### src/rtl/icache_refill_if.sv
// Refill engine bus bundle: miss side, memory burst read, data/tag RAM ports.
// slave is the refill engine view, master the surrounding environment.
interface icache_refill_if;
  logic        miss_req;
  logic [31:0] miss_addr;
  logic        busy;
  logic        refill_done;
  logic        rd_req;
  logic [31:0] rd_addr;
  logic        rd_rdy;
  logic        ret_valid;
  logic [31:0] ret_data;
  logic        data_en;
  logic [3:0]  data_wen;
  logic [9:0]  data_addr;
  logic [31:0] data_wdata;
  logic        tag_en;
  logic [3:0]  tag_wen;
  logic [6:0]  tag_addr;
  logic [20:0] tag_wdata;

  modport slave (
    input  miss_req, miss_addr, rd_rdy, ret_valid, ret_data,
    output busy, refill_done, rd_req, rd_addr,
    output data_en, data_wen, data_addr, data_wdata,
    output tag_en, tag_wen, tag_addr, tag_wdata
  );

  modport master (
    output miss_req, miss_addr, rd_rdy, ret_valid, ret_data,
    input  busy, refill_done, rd_req, rd_addr,
    input  data_en, data_wen, data_addr, data_wdata,
    input  tag_en, tag_wen, tag_addr, tag_wdata
  );
endinterface

### src/rtl/icache_refill.sv
// I-cache line refill engine: tag sweep after reset, then one burst
// read per miss written beat by beat into the data RAM, tag last.
module icache_refill #(
  parameter int LINE_WORDS = 8,
  parameter int SETS       = 128
) (
  input logic            clk,
  input logic            rst,
  icache_refill_if.slave bus
);

  typedef enum logic [2:0] {
    INIT, IDLE, REQ, RECV, DONE
  } state_e;

  state_e      state_q, state_d;
  logic [6:0]  sweep_q, sweep_d;
  logic [2:0]  cnt_q, cnt_d;
  logic [26:0] addr_q, addr_d;

  logic unused_lo;
  assign unused_lo = ^bus.miss_addr[4:0];

  always_ff @(posedge clk or posedge rst) begin
    if (rst) begin
      state_q <= INIT;
      sweep_q <= '0;
      cnt_q   <= '0;
      addr_q  <= '0;
    end else begin
      state_q <= state_d;
      sweep_q <= sweep_d;
      cnt_q   <= cnt_d;
      addr_q  <= addr_d;
    end
  end

  assign bus.busy = (state_q != IDLE);

  always_comb begin
    state_d         = state_q;
    sweep_d         = sweep_q;
    cnt_d           = cnt_q;
    addr_d          = addr_q;
    bus.rd_req      = 1'b0;
    bus.rd_addr     = {addr_q, 5'b0};
    bus.refill_done = 1'b0;
    bus.data_en     = 1'b0;
    bus.data_wen    = 4'h0;
    bus.data_addr   = {addr_q[6:0], cnt_q};
    bus.data_wdata  = bus.ret_data;
    bus.tag_en      = 1'b0;
    bus.tag_wen     = 4'h0;
    bus.tag_addr    = addr_q[6:0];
    bus.tag_wdata   = '0;
    unique case (state_q)
      INIT: begin
        bus.tag_en   = 1'b1;
        bus.tag_wen  = 4'hF;
        bus.tag_addr = sweep_q;
        sweep_d      = sweep_q + 7'd1;
        if (sweep_q == 7'(SETS - 1)) begin
          sweep_d = '0;
          state_d = IDLE;
        end
      end
      IDLE: begin
        if (bus.miss_req) begin
          // Victim tag is invalidated before any of its data is overwritten.
          addr_d       = bus.miss_addr[31:5];
          bus.tag_en   = 1'b1;
          bus.tag_wen  = 4'hF;
          bus.tag_addr = bus.miss_addr[11:5];
          state_d      = REQ;
        end
      end
      REQ: begin
        bus.rd_req = 1'b1;
        if (bus.rd_rdy) begin
          cnt_d   = '0;
          state_d = RECV;
        end
      end
      RECV: begin
        if (bus.ret_valid) begin
          bus.data_en  = 1'b1;
          bus.data_wen = 4'hF;
          cnt_d        = cnt_q + 3'd1;
          if (cnt_q == 3'(LINE_WORDS - 1)) begin
            bus.tag_en    = 1'b1;
            bus.tag_wen   = 4'hF;
            bus.tag_wdata = {1'b1, addr_q[26:7]};
            cnt_d         = '0;
            state_d       = DONE;
          end
        end
      end
      DONE: begin
        bus.refill_done = 1'b1;
        state_d         = IDLE;
      end
      default: state_d = INIT;
    endcase
  end

endmodule

### src/flat_wrapper.sv
// flat-port wrapper written by rule: the top's interface ports become plain ports
module icache_refill_flat 
#(
  parameter int LINE_WORDS = 8,
  parameter int SETS       = 128
)
  (clk, rst, bus_miss_req, bus_miss_addr, bus_rd_rdy, bus_ret_valid, bus_ret_data, bus_busy, bus_refill_done, bus_rd_req, bus_rd_addr, bus_data_en, bus_data_wen, bus_data_addr, bus_data_wdata, bus_tag_en, bus_tag_wen, bus_tag_addr, bus_tag_wdata);
  icache_refill_if bus_i ();
  input logic clk;
  input logic rst;
  input wire logic [$bits(bus_i.miss_req)-1:0] bus_miss_req;
  input wire logic [$bits(bus_i.miss_addr)-1:0] bus_miss_addr;
  input wire logic [$bits(bus_i.rd_rdy)-1:0] bus_rd_rdy;
  input wire logic [$bits(bus_i.ret_valid)-1:0] bus_ret_valid;
  input wire logic [$bits(bus_i.ret_data)-1:0] bus_ret_data;
  output wire logic [$bits(bus_i.busy)-1:0] bus_busy;
  output wire logic [$bits(bus_i.refill_done)-1:0] bus_refill_done;
  output wire logic [$bits(bus_i.rd_req)-1:0] bus_rd_req;
  output wire logic [$bits(bus_i.rd_addr)-1:0] bus_rd_addr;
  output wire logic [$bits(bus_i.data_en)-1:0] bus_data_en;
  output wire logic [$bits(bus_i.data_wen)-1:0] bus_data_wen;
  output wire logic [$bits(bus_i.data_addr)-1:0] bus_data_addr;
  output wire logic [$bits(bus_i.data_wdata)-1:0] bus_data_wdata;
  output wire logic [$bits(bus_i.tag_en)-1:0] bus_tag_en;
  output wire logic [$bits(bus_i.tag_wen)-1:0] bus_tag_wen;
  output wire logic [$bits(bus_i.tag_addr)-1:0] bus_tag_addr;
  output wire logic [$bits(bus_i.tag_wdata)-1:0] bus_tag_wdata;
  assign bus_i.miss_req = bus_miss_req;
  assign bus_i.miss_addr = bus_miss_addr;
  assign bus_i.rd_rdy = bus_rd_rdy;
  assign bus_i.ret_valid = bus_ret_valid;
  assign bus_i.ret_data = bus_ret_data;
  assign bus_busy = bus_i.busy;
  assign bus_refill_done = bus_i.refill_done;
  assign bus_rd_req = bus_i.rd_req;
  assign bus_rd_addr = bus_i.rd_addr;
  assign bus_data_en = bus_i.data_en;
  assign bus_data_wen = bus_i.data_wen;
  assign bus_data_addr = bus_i.data_addr;
  assign bus_data_wdata = bus_i.data_wdata;
  assign bus_tag_en = bus_i.tag_en;
  assign bus_tag_wen = bus_i.tag_wen;
  assign bus_tag_addr = bus_i.tag_addr;
  assign bus_tag_wdata = bus_i.tag_wdata;
  icache_refill #(.LINE_WORDS(LINE_WORDS), .SETS(SETS)) u_core (.clk(clk), .rst(rst), .bus(bus_i));
endmodule
### config.mk
export PLATFORM = sky130hd
export DESIGN_NAME = icache_refill_flat
export DESIGN_NICKNAME = d
export VERILOG_FILES = /design/src/rtl/icache_refill_if.sv /design/src/rtl/icache_refill.sv /design/src/flat_wrapper.sv
export SDC_FILE = /design/constraint.sdc
export NUM_CORES = 1
export LEC_CHECK = 0
export CAP_MARGIN = 10
export CORE_ASPECT_RATIO = 0.9
export CORE_MARGIN = 2
export CORE_UTILIZATION = 37
export CTS_BUF_LIST = sky130_fd_sc_hd__clkbuf_16
export CTS_CLUSTER_DIAMETER = 30
export CTS_CLUSTER_SIZE = 20
export DETAILED_ROUTE_END_ITERATION = 12
export GPL_ROUTABILITY_DRIVEN = 0
export PLACE_DENSITY = 0.87
export SYNTH_ARGS = -nofsm -noshare
export SYNTH_HDL_FRONTEND = slang
export SYNTH_SLANG_ARGS = --single-unit
### constraint.sdc
create_clock -name clk -period 2.5 [get_ports clk]
set_input_delay 0.25 -clock clk [delete_from_list [all_inputs] [get_ports clk]]
set_output_delay 0.25 -clock clk [all_outputs]
set_load 0.02 [all_outputs]
==> impl_summary.log <==
[metrics] result of the run: complete, no violations
[metrics] final layout net count: 376
[metrics] count of antenna-violating nets left after detailed routing: 0
[metrics] clock latency at the later pin of the worst-skew pair: 270 ps
[metrics] primary flip-flop cell chosen by synthesis mapping: dfrtp_1
[metrics] setup repair after global routing missed its margin: no
[metrics] DRC violations left: 0
[metrics] async set or reset register ratio after synthesis: 1.000
[metrics] #FFs+latches synth: 40
[metrics] CTS HTree Levels: 2
[metrics] top cell type by total area after synthesis: dfrtp_1
[metrics] post-route fraction of the period consumed by the critical path: 0.9345
[metrics] Hold Vio Cnt, Final: 0
[metrics] via total after detailed routing: 1935
[metrics] fill cell total of the finished layout: 610
[metrics] data required time at the worst endpoint: 2250 ps
[metrics] Synth warnings: 0
[metrics] max-slew violation count: 0
[metrics] power consumption: 4.141 mW
[metrics] number of buffers on the longest clock path: 2
[metrics] total clock sinks: 40
[metrics] highest net fanout along the worst path: 10
[metrics] TritonCTS clock tree: done
[metrics] core utilization of the finished layout: 0.5275
[metrics] setup skew after layout: 5.009 ps
[metrics] I/O pin count: 184
[metrics] data arrival time at the worst-slack endpoint: 2090 ps
[metrics] final worst path period need: 2336 ps
[metrics] All-Layer GR Usage: 0.1580
[metrics] Post-Syn Area: 2460 um^2
[metrics] pre-CTS setup slack: 177.9 ps
[metrics] number of antenna violations at the first check in global routing: 0
[metrics] number of rows in the core area: 28
[metrics] cells taking the most area after synthesis: dfrtp_1 41%, buf_4 16%, mux2_2 12%, and2_1 5.1%, o22ai_1 3.6%
[metrics] quantity of I/O buffers inserted on ports: 109
[metrics] sequential fraction of the synthesis area: 0.4069
[metrics] worst-case vdd ir drop: 0.5922 mV
[metrics] per-cell routed wire length: 14.94 um
[metrics] cell count after synthesis: 241
[metrics] reported leakage power: 1.566 nW
[metrics] proportion of netlist area held by the largest area contributor: 0.4069
[metrics] area growth from synthesis to layout: 39.73%
[metrics] remaining global-route overflow: 0
[metrics] Diodes inserted: 0
[metrics] setup violation total in the final timing report: 0
[metrics] iteration count of the initial detailed-routing pass: 4
[metrics] dpl hpwl: 4375 um
[metrics] clock root cell: clkbuf_16
[metrics] y dimension of the die: 81.35 um
[metrics] fraction of layout instances using a drive strength above 1: 0.1508
[metrics] PD cells: 1205 nW/um^2
[metrics] crit path capture type: primary output
[metrics] Slew HR: 0.6604
[metrics] CP startpoint kind: flip-flop
[metrics] Routed Wire Length: 5901 um
[metrics] setup TNS: 0 ps
[metrics] number of clock buffers inserted by TritonCTS: 5
[metrics] transition time at the pin with the least slew margin: 496.6 ps
[metrics] maximum capacitance violations: 0
[metrics] die area: 7317 um^2
[metrics] post-detailed-route via-to-cell ratio: 4.899
[metrics] clock-pin slew on the worst setup and hold paths: 60 ps
[metrics] Core ar.: 6516 um^2
[metrics] maximum number of pins on one net before global-route repair: 41
[metrics] crit path setup slack, layout: 163.8 ps
[metrics] Die Width: 89.95 um
[metrics] Avg Inst Size Synth: 10.21 um^2
[metrics] Distinct cells, synth: 39
[metrics] global-route wire length before repair: 9211 um
[metrics] effective utilization at floorplan: 0.3775
[metrics] count of flip-flops with a built-in enable after synthesis: 0
[metrics] number of violations reported at the end of detailed-routing iteration 0: 48
[metrics] via count of the first global-routing pass: 1916
[metrics] highest clock rate: 428.1 MHz
[metrics] worst hold path class: input pin to async pin
[metrics] Setup Crit Path Kind: flip-flop to primary output
cell type report:
class,instances,area (um^2),area share
Clock buffer,5,125.1,0.03640
Clock inverter,3,38.79,0.01129
Inverter,5,18.77,0.005460
Multi-Input combinational cell,136,999.7,0.2909
Sequential cell,40,1001,0.2912
Tap cell,90,112.6,0.03276
Timing Repair Buffer,116,1141,0.3320
where the power goes:
part / switching (mW) / internal [mW]
Sequential: 0.291 / 0.928
Clock: 0.238 / 0.465
Combinational: 1.07 / 1.15
Total: 1.60 / 2.55
final timing paths:
check,from,end,slack [ps],cells after the start
worst max-delay path,u_core.state_q[2],bus_tag_addr[0],160,4
worst min-delay path,rst,u_core.addr_q[12],400,3
max in group asynchronous,rst,u_core.addr_q[16],1750,3
worst max register to register,u_core.state_q[1],u_core.addr_q[16],590,5
min in group clk,bus_ret_data[7],bus_data_wdata[7],500,0
worst min register to register,u_core.addr_q[9],u_core.addr_q[9],520,1
Yosys cell counts, types with 2 or more instances:
master and count:
and2_1 20, inv_1 5, dfrtp_1 40, a22o_1 6, ha_1 3, o22ai_1 14
a21oi_1 7, or3_1 2, xnor2_1 3, a22oi_1 2, o21ai_0 7, mux2_2 27
o31ai_1 2, nand3_1 2, buf_6 3, buf_4 53, nand2_1 7, clkbuf_1 4
nor2_1 6, nand4_1 2, and3_1 2, nand2b_1 4, nor3_1 3, buf_2 2
per-layer routing:
| metal | up-vias | part of all wire | wire length [um] | track usage |
|---|---|---|---|---|
| li1 | 907 | - | - | - |
| met1 | 917 | 0.40 | 2360 | 0.1815 |
| met2 | 103 | 0.51 | 2999 | 0.2803 |
| met3 | 8 | 0.083 | 491 | 0.05473 |
| met4 | 0 | 0.0085 | 50 | 0.05385 |
| met5 | - | 0 | 0 | 0 |
logic make-up (layout without fill, tap and decap cells):
family,Yosys count,in the layout,share of synthesized area
adder cells (fa/ha/maj),3,3,0.01526
XOR/XNOR,3,3,0.01068
multiplexers,28,28,0.1277
buffers and inverters,69,129,0.1968
AND/OR/NAND/NOR,54,54,0.1261
flip-flops,40,40,0.4069
other,1,5,0.001524
AO/OA/AOI/OAI,43,43,0.1149
sequential cells by signal, summed over array words and instances, names as in the netlist:
register,count
u_core.sweep_q,7
u_core.cnt_q,3
u_core.state_q,3
u_core.addr_q,27
cell usage in the layout, fill, tap and decap left out, types with 2 or more instances in the layout:
cell type	instances
nand2_1	7
o22ai_1	14
nand2b_1	4
xnor2_1	3
ha_1	3
o21ai_0	6
dlymetal6s2s_1	5
a22o_1	6
inv_1	5
o31ai_1	2
mux2_2	27
conb_1	5
nor3_1	2
nand4_1	2
buf_4	6
and2_1	20
nor2_1	6
a21oi_1	7
nand3_1	2
dfrtp_1	40
clkbuf_16	5
clkdlybuf4s15_1	5
and3_1	2
clkdlybuf4s50_1	84
a22oi_1	2
dlygate4sd2_1	15
worst max-delay path, stage by stage, from the launching register on:
cell and delay (ps):
dfrtp_1 490, or3b_2 540, o22ai_1 150, a21oi_1 90
clkdlybuf4s50_1 540
what timing repair did:
action	in CTS	in global routing
gates resized for setup	22	12
buffers inserted	0	0
gates cloned	0	0
hold buffers	0	0
setup endpoints to repair	21	11
metrics by stage:
| step | hold slack (ps) | std cells | area (um^2) |
|---|---|---|---|
| final | 402.6 | 395 | 3437 |
| after global routing | 452.0 | 395 | 3437 |
| after CTS | 424.2 | 395 | 3413 |
| after detailed placement | 500.1 | 387 | 3266 |
| after global placement | 500.1 | 387 | 3266 |
| after floorplan | 401.6 | 245 | 2475 |
No activity file was read; power rests on OpenSTA's default activity.
